$ cat config.mk
export PLATFORM = sky130hd
export DESIGN_NAME = uart_tx_fifo
export DESIGN_NICKNAME = d
export VERILOG_FILES = /design/src/rtl/uart_pkg.sv /design/src/rtl/uart_byte_fifo.sv /design/src/rtl/uart_tx_fifo.sv
export SDC_FILE = /design/constraint.sdc
export NUM_CORES = 1
export LEC_CHECK = 0
export ABC_AREA = 1
export BUFFER_PORTS_ARGS = -buffer_cell sky130_fd_sc_hd__buf_2
export CAP_MARGIN = 20
export CORE_MARGIN = 2
export CORE_UTILIZATION = 50
export DETAILED_ROUTE_END_ITERATION = 7
export MAX_ROUTING_LAYER = met4
export PLACE_DENSITY = 0.79
export SLEW_MARGIN = 10
export SYNTH_ARGS = -nofsm -noshare
export SYNTH_HDL_FRONTEND = slang
export SYNTH_HIERARCHICAL = 1
export SYNTH_SLANG_ARGS = --single-unit
export TNS_END_PERCENT = 100
$ cat constraint.sdc
create_clock -name clock_i -period 2.79 [get_ports clock_i]
set_input_delay 0.558 -clock clock_i [delete_from_list [all_inputs] [get_ports clock_i]]
set_output_delay 0.558 -clock clock_i [all_outputs]
set_load 0.05 [all_outputs]
$ cat src/rtl/uart_pkg.sv
// Shared definitions for the UART transmit path: drain FSM states and default FIFO depth.
package uart_pkg;

    localparam int UART_FIFO_ADDR_WIDTH = 4;

    typedef enum logic [1:0] {
        IDLE        = 2'd0,
        STROBE      = 2'd1,
        WAIT_ACCEPT = 2'd2,
        WAIT_DONE   = 2'd3
    } tx_state_e;

endpackage

$ cat src/rtl/uart_byte_fifo.sv
// Byte FIFO with registered occupancy flags and a sticky overflow flag.
// Read data is the byte at rd_ptr, presented combinationally for the drain FSM to capture.
module uart_byte_fifo
    import uart_pkg::*;
#(
    parameter int ADDR_WIDTH = UART_FIFO_ADDR_WIDTH
) (
    input  logic                  clock_i,
    input  logic                  reset_i,
    input  logic [7:0]            data_i,
    input  logic                  push_i,
    input  logic                  pop_i,
    output logic [7:0]            rd_data_o,
    output logic                  full_o,
    output logic                  empty_o,
    output logic [ADDR_WIDTH:0]   count_o,
    output logic                  overflow_o
);

    localparam int                  DEPTH     = 2 ** ADDR_WIDTH;
    localparam logic [ADDR_WIDTH:0] DEPTH_CNT = (ADDR_WIDTH + 1)'(DEPTH);
    localparam logic [ADDR_WIDTH:0] CNT_ONE   = (ADDR_WIDTH + 1)'(1);
    localparam logic [ADDR_WIDTH-1:0] PTR_ONE = (ADDR_WIDTH)'(1);

    logic [7:0]            mem [DEPTH];
    logic [ADDR_WIDTH-1:0] wr_ptr;
    logic [ADDR_WIDTH-1:0] rd_ptr;
    logic [ADDR_WIDTH:0]   count;
    logic [ADDR_WIDTH:0]   count_n;
    logic                  push_ok;
    logic                  pop_ok;

    // A push while full is dropped even if a pop lands on the same edge.
    assign push_ok = push_i && !full_o;
    assign pop_ok  = pop_i && !empty_o;

    always_comb begin
        count_n = count;
        if (push_ok && !pop_ok) begin
            count_n = count + CNT_ONE;
        end else if (!push_ok && pop_ok) begin
            count_n = count - CNT_ONE;
        end
    end

    always_ff @(posedge clock_i) begin
        if (push_ok) begin
            mem[wr_ptr] <= data_i;
        end
    end

    always_ff @(posedge clock_i) begin
        if (!reset_i) begin
            wr_ptr     <= '0;
            rd_ptr     <= '0;
            count      <= '0;
            full_o     <= 1'b0;
            empty_o    <= 1'b1;
            overflow_o <= 1'b0;
        end else begin
            if (push_ok) begin
                wr_ptr <= wr_ptr + PTR_ONE;
            end
            if (pop_ok) begin
                rd_ptr <= rd_ptr + PTR_ONE;
            end
            count   <= count_n;
            full_o  <= (count_n == DEPTH_CNT);
            empty_o <= (count_n == '0);
            if (push_i && full_o) begin
                overflow_o <= 1'b1;
            end
        end
    end

    assign count_o   = count;
    assign rd_data_o = mem[rd_ptr];

endmodule

$ cat src/rtl/uart_tx_fifo.sv
// Transmit FIFO that drains bytes into a UART transmitter one at a time.
// Transmitter handshake: tx_write_o low offers tx_data_o; it stays low until tx_busy_i=1 is
// seen (accept), and the next byte is offered only after tx_busy_i has returned to 0.
module uart_tx_fifo
    import uart_pkg::*;
#(
    parameter int ADDR_WIDTH = UART_FIFO_ADDR_WIDTH
) (
    input  logic                  clock_i,
    input  logic                  reset_i,
    input  logic [7:0]            data_i,
    input  logic                  push_i,
    output logic                  full_o,
    output logic                  empty_o,
    output logic [ADDR_WIDTH:0]   count_o,
    output logic                  overflow_o,
    output logic [7:0]            tx_data_o,
    output logic                  tx_write_o,
    input  logic                  tx_busy_i,
    output tx_state_e             state_o
);

    tx_state_e  state;
    tx_state_e  state_n;
    logic       pop;
    logic       write_n;
    logic [7:0] rd_data;

    uart_byte_fifo #(
        .ADDR_WIDTH (ADDR_WIDTH)
    ) u_fifo (
        .clock_i    (clock_i),
        .reset_i    (reset_i),
        .data_i     (data_i),
        .push_i     (push_i),
        .pop_i      (pop),
        .rd_data_o  (rd_data),
        .full_o     (full_o),
        .empty_o    (empty_o),
        .count_o    (count_o),
        .overflow_o (overflow_o)
    );

    always_comb begin
        state_n = state;
        pop     = 1'b0;
        case (state)
            IDLE: begin
                if (!empty_o && !tx_busy_i) begin
                    pop     = 1'b1;
                    state_n = STROBE;
                end
            end
            STROBE:      state_n = WAIT_ACCEPT;
            WAIT_ACCEPT: if (tx_busy_i) state_n = WAIT_DONE;
            WAIT_DONE:   if (!tx_busy_i) state_n = IDLE;
            default:     state_n = IDLE;
        endcase
        // Strobe is registered, so it follows the state being entered on this edge.
        write_n = !((state_n == STROBE) || (state_n == WAIT_ACCEPT));
    end

    always_ff @(posedge clock_i) begin
        if (!reset_i) begin
            state      <= IDLE;
            tx_write_o <= 1'b1;
            tx_data_o  <= 8'h00;
        end else begin
            state      <= state_n;
            tx_write_o <= write_n;
            if (pop) begin
                tx_data_o <= rd_data;
            end
        end
    end

    assign state_o = state;

endmodule

==> key figures, run 1 <==
Run status
  • Status: finished clean

Worst hold path
  • Hold Crit Start: push_i
  • Hold Path Sink: u_fifo/overflow_o
  • Hold depth: 3
  • Class of the worst hold path: in2reg

STA
  • Slew margin rel.: 46.0%
  • F_max: roughly 500 MHz
  • RSZ-0062 raised after global routing: no
  • Worst-Margin Slew: slightly above 0.8 ns
  • Hold Fails Final Rpt: 0
  • Fin crit share: 71.7%
  • Post-layout min period: ~2 ns
  • Final TNS setup: 0 ns
  • Final WS setup: between 0.7 and 0.8 ns
  • Worst Skew: 0.00518 ns
  • Fin Hold WS: a little over 0.4 ns
  • Setup Viol. Count Final: 0
  • Final Max Tran Viols: 0

CTS
  • Postcts setup bufs: 0
  • Cts hold-fix bufs: 0
  • CTS tree: built
  • Root Buffer: clkbuf_16
  • Clock-pin slew on the worst setup and hold paths: roughly 0.060 ns
  • Post-cts sizing count: 0
  • Maximum clock path buffer count: 2
  • CTS Sinks: 159
  • Worst-Skew Late Latency: roughly 0.41 ns
  • Num CTS Buffers: 17
  • H-tree levels: 4

Floorplan
  • Starting Density: 51.1%
  • Horiz. Die Dim: between 100 and 150 microns
  • Die H: 120 microns
  • Row count: 42
  • Top-level I/O count: 31
  • Core ar.: 13200 sq um
  • Die area: 14500 sq um

Routing
  • Post-DR wirelength/cell: about 17 microns
  • DRT Pass-1 Iters: 5
  • WL final: around 14 mm
  • DRT antenna net count: 0
  • Via count: between 4000 and 5000
  • Vias per cell: about 5.5
  • Initial DRC count: between 400 and 500
  • Post-route DRC: 0

Critical path
  • Crit Path Class: reg2reg
  • Reg2Reg Setup Slack: about 0.79 ns
  • Req. time, crit path: between 3 and 4 ns
  • CP arrival: approximately 2.3 ns
  • Critical R2R Capture: tx_data_o[4]
  • Crit path max fanout: 35
  • CP endpoint kind: flop
  • Crit start category: flop
  • Worst R2R Path Depth: 10

Synth
  • Flops & latches, synth: about 160
  • Sequential share of the synthesized area: 65.9%
  • Post-Synthesis Cells: 628
  • Netlist cell types: 26
  • Syn avg cell area: 10.8 sq um
  • Post-Syn Nets: 647
  • Yosys warnings: 6
  • Synthesized cell area: just under 7000 sq um

Power and ir drop
  • Leakage: 2.89 nW
  • Power per cell area: approximately 730 nW/um^2
  • Max rail drop VDD: a little over 0.4 mV

Layout
  • Layout cells sized above 1: about an eighth
  • Ant diodes: 0
  • Core Util, Final: 57.6%
  • P&R area growth vs syn: 12.7%
  • Non-Filler Instances: 842
  • Fill cells: 1074
  • # nets final: 673

Run
  • Max cap viols: 0

Global routing
  • Initial antenna violation count: 0
  • Vias in the first global route: 4354
  • Largest net degree at the start of global routing: 59
  • GRT Total Usage: between 20% and 30%
  • First-pass GRT wire length: roughly 22 mm
  • Grt ovf: 0

Place
  • HPWL Detailed: 9.04 mm
  • Buffers on Ports: 30
  • Placed Cells: a little over 800
  • Routability Congestion: between 0.8 and 0.9
  • Setup WS pre-CTS: around 0.61 ns
[cell type report]
type                    count  area (sq um)  area share [%]
clock buffers              20           437            5.72
clock inverters            11           143            1.87
inverters                  97           364            4.77
multi-input cells         342          1770            23.2
flip-flops and latches    159          4470            58.6
well taps                 176           220            2.89
repair buffers             37           228            2.98
[how the worst max path moves through the flow]
stage / slack [ns] / depth (start not counted) / start / to
global placement: 0.68 / 13 / tx_busy_i / u_fifo/empty_o
CTS: 0.81 / 10 / flop / tx_data_o[4]
detailed placement: 0.61 / 13 / tx_busy_i / u_fifo/empty_o
finish: 0.79 / 10 / flop / tx_data_o[4]
global route: 0.67 / 12 / u_fifo/empty_o / u_fifo/empty_o
floorplan: 1.01 / 12 / u_fifo/empty_o / u_fifo/full_o
[where the power goes]
part	switching [mW]	internal, mW	leakage, nW	total, mW
registers	0.0710	2.63	1.41	2.70
clock network	0.869	1.40	0.271	2.26
logic	0.463	0.179	1.20	0.642
total	1.40	4.20	2.89	5.60
[critical path: stages (launching register included)]
cell,delay [ns]
dfxtp_2,0.73
buf_12,0.28
a21oi_1,0.05
o21ai_0,0.15
nand3_1,0.18
nand3_1,0.13
nand2_1,0.06
inv_1,0.06
nand3_1,0.07
nand2_1,0.09
nor2_1,0.06
[through the flow]
stage	power (mW)	cell area [sq um]
after CTS	5.63	7630
after detailed placement	3.38	7050
after global routing	5.80	7630
final	5.60	7630
after global placement	3.36	7050
after floorplan	3.20	6770
[Yosys cell counts]
cell | number | area [sq um]
dfxtp_1 | 31 | 621
buf_1 | 2 | 7.51
nand3_2 | 5 | 50.1
nand3_1 | 64 | 320
nand3_4 | 1 | 17.5
nand3b_1 | 2 | 15.0
inv_1 | 95 | 357
buf_4 | 1 | 7.51
nor2_1 | 34 | 128
nor2_2 | 6 | 37.5
nand4_1 | 1 | 6.26
nand2_4 | 2 | 22.5
nand2_1 | 91 | 342
nand2_2 | 1 | 6.26
a21oi_1 | 53 | 265
o21ai_1 | 4 | 20.0
inv_2 | 2 | 7.51
edfxtp_1 | 128 | 3840
buf_6 | 5 | 56.3
o211ai_1 | 32 | 240
ha_1 | 7 | 87.6
buf_2 | 15 | 75.1
nor2_4 | 3 | 33.8
o21ai_0 | 34 | 170
nor3_1 | 2 | 10.0
clkbuf_1 | 7 | 26.3
[metal layers]
metal	vias to the layer above	wire [microns]	global-route usage (%)
met5	-	0	-
met4	0	510	10.5
met3	38	956	4.67
met2	205	7170	34.5
met1	2210	5610	25.2
li1	2196	-	-
[kinds of logic after synthesis]
logic type                 Yosys count  synth area share [%]
and+or+nand+nor                    212                  14.6
DFF                                159                  65.9
buffers and inverters              127                  7.93
AOI/OAI and AO/OA                  123                  10.3
adders and majority gates            7                  1.29
[registers in the layout (all words and copies together) (netlist names), named ones only]
name	flops
u_fifo/overflow_o	1
u_fifo/empty_o	1
u_fifo/mem	128
tx_data_o	8
u_fifo/wr_ptr	4
state_o	2
u_fifo/full_o	1
u_fifo/rd_ptr	4
u_fifo/count_o	5
tx_write_o	1
[layout by cell type, fill, tap and decap left out, types with 4 or more instances in the layout]
| cell type | count |
|---|---|
| a21oi_1 | 53 |
| nand2_1 | 91 |
| ha_1 | 7 |
| buf_4 | 5 |
| nor2_2 | 6 |
| clkbuf_16 | 17 |
| nor2_1 | 34 |
| buf_2 | 30 |
| nand3_1 | 64 |
| o211ai_1 | 32 |
| o21ai_0 | 34 |
| dfxtp_1 | 29 |
| o21ai_1 | 4 |
| inv_1 | 95 |
| nand3_2 | 5 |
| edfxtp_1 | 128 |
(Power assumes the default switching activity.)
==> run 2: changes to the inputs <==
- ABC_AREA: 1 -> 0
- clock period: 2.79 -> 1.93 ns (I/O delays scaled with it)
==> run 2 against run 1 <==
Net effect: utilization is 2.9 points higher; power up 35%; die area shrank 5.6%; largest cell class unchanged; synthesized cell count shrank 46%; the run now ends with setup timing left; wire length shrank 10%; critical endpoint is now tx_data_o[2]; worst hold slack worse by 0.14 ns; sequential power up 42%; largest power group unchanged.
==> key figures, run 2 <==
Synth
  • Synth top area cells: edfxtp_1, mux4_1, dfxtp_1, mux4_2, and2_1
  • Count leader, synth: edfxtp_1
  • Yosys top cell area share: between 60% and 70%
  • Post-Synthesis Cells: between 300 and 400
  • Yosys warnings: 6
  • Post-Syn Nets: roughly 360
  • Netlist cell types: 43
  • Fraction of registers with async set/reset: 0%
  • Top cells by count, synth: edfxtp_1, dfxtp_1, and2_1
  • Flops & latches, synth: 159
  • Ys flop type: edfxtp_1
  • Post-synth EDFFs: around 130
  • Syn avg cell area: around 19 sq um
  • Synth area leader: edfxtp_1
  • Sequential share of the synthesized area: a little over two thirds
  • Synthesized cell area: 6380 sq um

Floorplan
  • Core ar.: roughly 13000 sq um
  • Row count: a little over 40
  • Die area: between 10000 and 15000 sq um
  • Die H: about 120 microns
  • Top-level I/O count: 31
  • Starting Density: between 50% and 60%
  • Horiz. Die Dim: roughly 120 microns

STA
  • Worst-Margin Slew: roughly 0.44 ns
  • Hold Fails Final Rpt: 0
  • F_max: about 500 MHz
  • Setup Viol. Count Final: 3
  • Final Max Tran Viols: 0
  • Fin Hold WS: 0.259 ns
  • Fin crit share: 101%
  • Post-layout min period: between 1.5 and 2 ns
  • Worst Skew: about 0.0095 ns
  • Final WS setup: -0.0124 ns
  • Slew margin rel.: 70.5%
  • RSZ-0062 raised after global routing: yes

Layout
  • P&R area growth vs syn: 18.7%
  • Design area: 7570 sq um
  • Most flops, register: u_fifo/mem
  • Layout cells sized above 1: 34.4%
  • Max reg flops: approximately 130
  • Ant diodes: 0
  • # nets final: 419
  • Most common cell after layout, fill and taps aside: edfxtp_1
  • Most frequent cells in the layout: edfxtp_1, mux4_2, buf_2
  • Non-Filler Instances: a little under 600

Power and ir drop
  • Leakage: roughly 2.5 nW
  • Sw Pwr: ~1.8 mW
  • Max rail drop VDD: 0.588 mV
  • Logic pwr share: around 8.5%
  • Seq pwr share: roughly half
  • Clock Power Share: between 40% and 50%
  • Pint: approximately 5.8 mW
  • Switching Share: roughly a quarter
  • Power per cell area: 1000 nW/um^2

Critical path
  • Slowest cell on crit path: mux4_1
  • Cell Chain, Critical Path: buf_12 -> mux4_1 -> mux4_2 -> nand3_1 -> o21ai_0
  • Crit path max fanout: 6
  • Largest stage delay on the critical path: between 0.6 and 0.7 ns
  • CP endpoint kind: flop
  • Reg2Reg Setup Slack: -0.01 ns
  • Crit start category: flop
  • Req. time, crit path: about 2.2 ns
  • Critical R2R Capture: tx_data_o[2]
  • CP bufs+invs: 1
  • Worst R2R Path Depth: 5
  • Crit Path Class: reg2reg
  • CP arrival: 2.24 ns
  • Crit-path leading delay family: multiplexers

Routing
  • DRT antenna net count: 0
  • DRT Pass-1 Iters: 4
  • Initial DRC count: around 330
  • Post-DR wirelength/cell: between 20 and 25 microns
  • Post-route DRC: 0
  • Via count: about 3300
  • Vias per cell: around 5.7
  • WL final: about 13 mm

Place
  • Dpl cell area: 6980 sq um
  • Routability Congestion: slightly below 0.8
  • Buffers on Ports: 30
  • Placed Cells: 550
  • HPWL Detailed: between 7 and 8 mm

CTS
  • Root Buffer: clkbuf_16
  • Maximum clock path buffer count: 2
  • Worst-Skew Late Latency: around 0.42 ns
  • CTS Sinks: between 150 and 200
  • CTS tree: built
  • H-tree levels: 4
  • Num CTS Buffers: 17
  • Clock-pin slew on the worst setup and hold paths: 0.06 ns

Global routing
  • Met1 Track Usage GR: 25.7%
  • First-pass GRT wire length: about 19 mm
  • Vias in the first global route: roughly 3300
  • Met2 usage in global routing: approximately 32%
  • Global routing's busiest layer: met2
  • GRT Total Usage: approximately 20%
  • Largest net degree at the start of global routing: 33
  • Met3 GRT Util: 6.59%
  • Grt ovf: 0
  • Initial antenna violation count: 0

Worst hold path
  • Class of the worst hold path: in2reg
  • Hold Crit Start: tx_busy_i
  • Hold Path Sink: state_o[1]
  • Hold depth: 3

Run
  • Max cap viols: 0

Run status
  • Violated checks: setup timing
  • Status: finished with violations
[run 2: cell count changes after synthesis, moves of 23 or more]
cell      previous run  this run
nand3_1             64         8
a21oi_1             53         3
inv_1               95         5
o211ai_1            32         1
o21ai_0             34        11
nand2_1             91        16
nor2_1              34         4
mux4_1               0        24
and2_1               0        26
[run 2: how the worst max path moves through the flow]
stage / from / to / slack [ns] / depth (start not counted)
after floorplan: state_o[1] / u_fifo/empty_o / -0.11 / 7
after global placement: tx_busy_i / u_fifo/full_o / -0.1 / 7
after detailed placement: tx_busy_i / u_fifo/full_o / -0.12 / 7
after CTS: flop / tx_data_o[1] / -0.001 / 5
after global routing: state_o[1] / u_fifo/full_o / -0.07 / 6
final: flop / tx_data_o[2] / -0.01 / 5
[run 2: kinds of logic (layout without fill, tap and decap cells)]
logic type | Yosys count | count (layout) | synth area share (%)
compound gates | 23 | 23 | 2.22
xor+xnor | 8 | 8 | 1.10
fa+ha+maj | 7 | 7 | 1.37
buf+inv | 19 | 94 | 2.14
flops | 159 | 159 | 70.0
mux | 41 | 41 | 15.7
simple gates | 81 | 81 | 7.49
[run 2: power by group through the flow]
stage / logic (mW) / clock network (mW) / registers, mW
final: 0.645 / 3.10 / 3.84
after global routing: 0.697 / 3.30 / 3.85
after CTS: 0.612 / 3.17 / 3.84
after detailed placement: 0.601 / 0 / 3.91
after global placement: 0.581 / 0 / 3.91
after floorplan: 0.311 / 0 / 4.02
[run 2: what timing repair did]
| item | 4_1_cts | 5_1_grt |
|---|---|---|
| cloned | 0 | 2 |
| hold buffers | 0 | 0 |
| buffers inserted | 0 | 1 |
| resized for setup | 10 | 23 |
| setup endpoints to repair | 8 | 9 |
[run 2: tightest hold or removal path: cells and delay by family]
family                 cells  cell delay (ns)
buffers and inverters      2             0.19
AOI/OAI and AO/OA          1             0.07
[run 2: layout make-up]
cell class	count	area (sq um)
Clock buffer	19	453
Tap cell	172	215
Multi-Input combinational cell	160	1780
Inverter	5	18.8
Clock inverter	13	101
Timing Repair Buffer	57	533
Fill cell	902	4940
Sequential cell	159	4470
[run 2: routing by layer]
metal / share of wire, % / vias up
met5: 0 / -
met4: 1.5 / 0
met3: 6.8 / 15
met2: 51 / 146
met1: 40 / 1692
li1: - / 1466
[run 2: stage by stage]
step / TNS [ns] / total power, mW / util (%) / worst slack, ns
CTS: -0.00120 / 7.62 / 59.9 / -0.00120
global placement: -0.102 / 4.49 / 55.8 / -0.0990
global route: -0.417 / 7.85 / 60.5 / -0.0701
floorplan: -0.179 / 4.33 / - / -0.107
finish: -0.0224 / 7.59 / 60.5 / -0.0124
detailed placement: -0.310 / 4.51 / 55.8 / -0.123
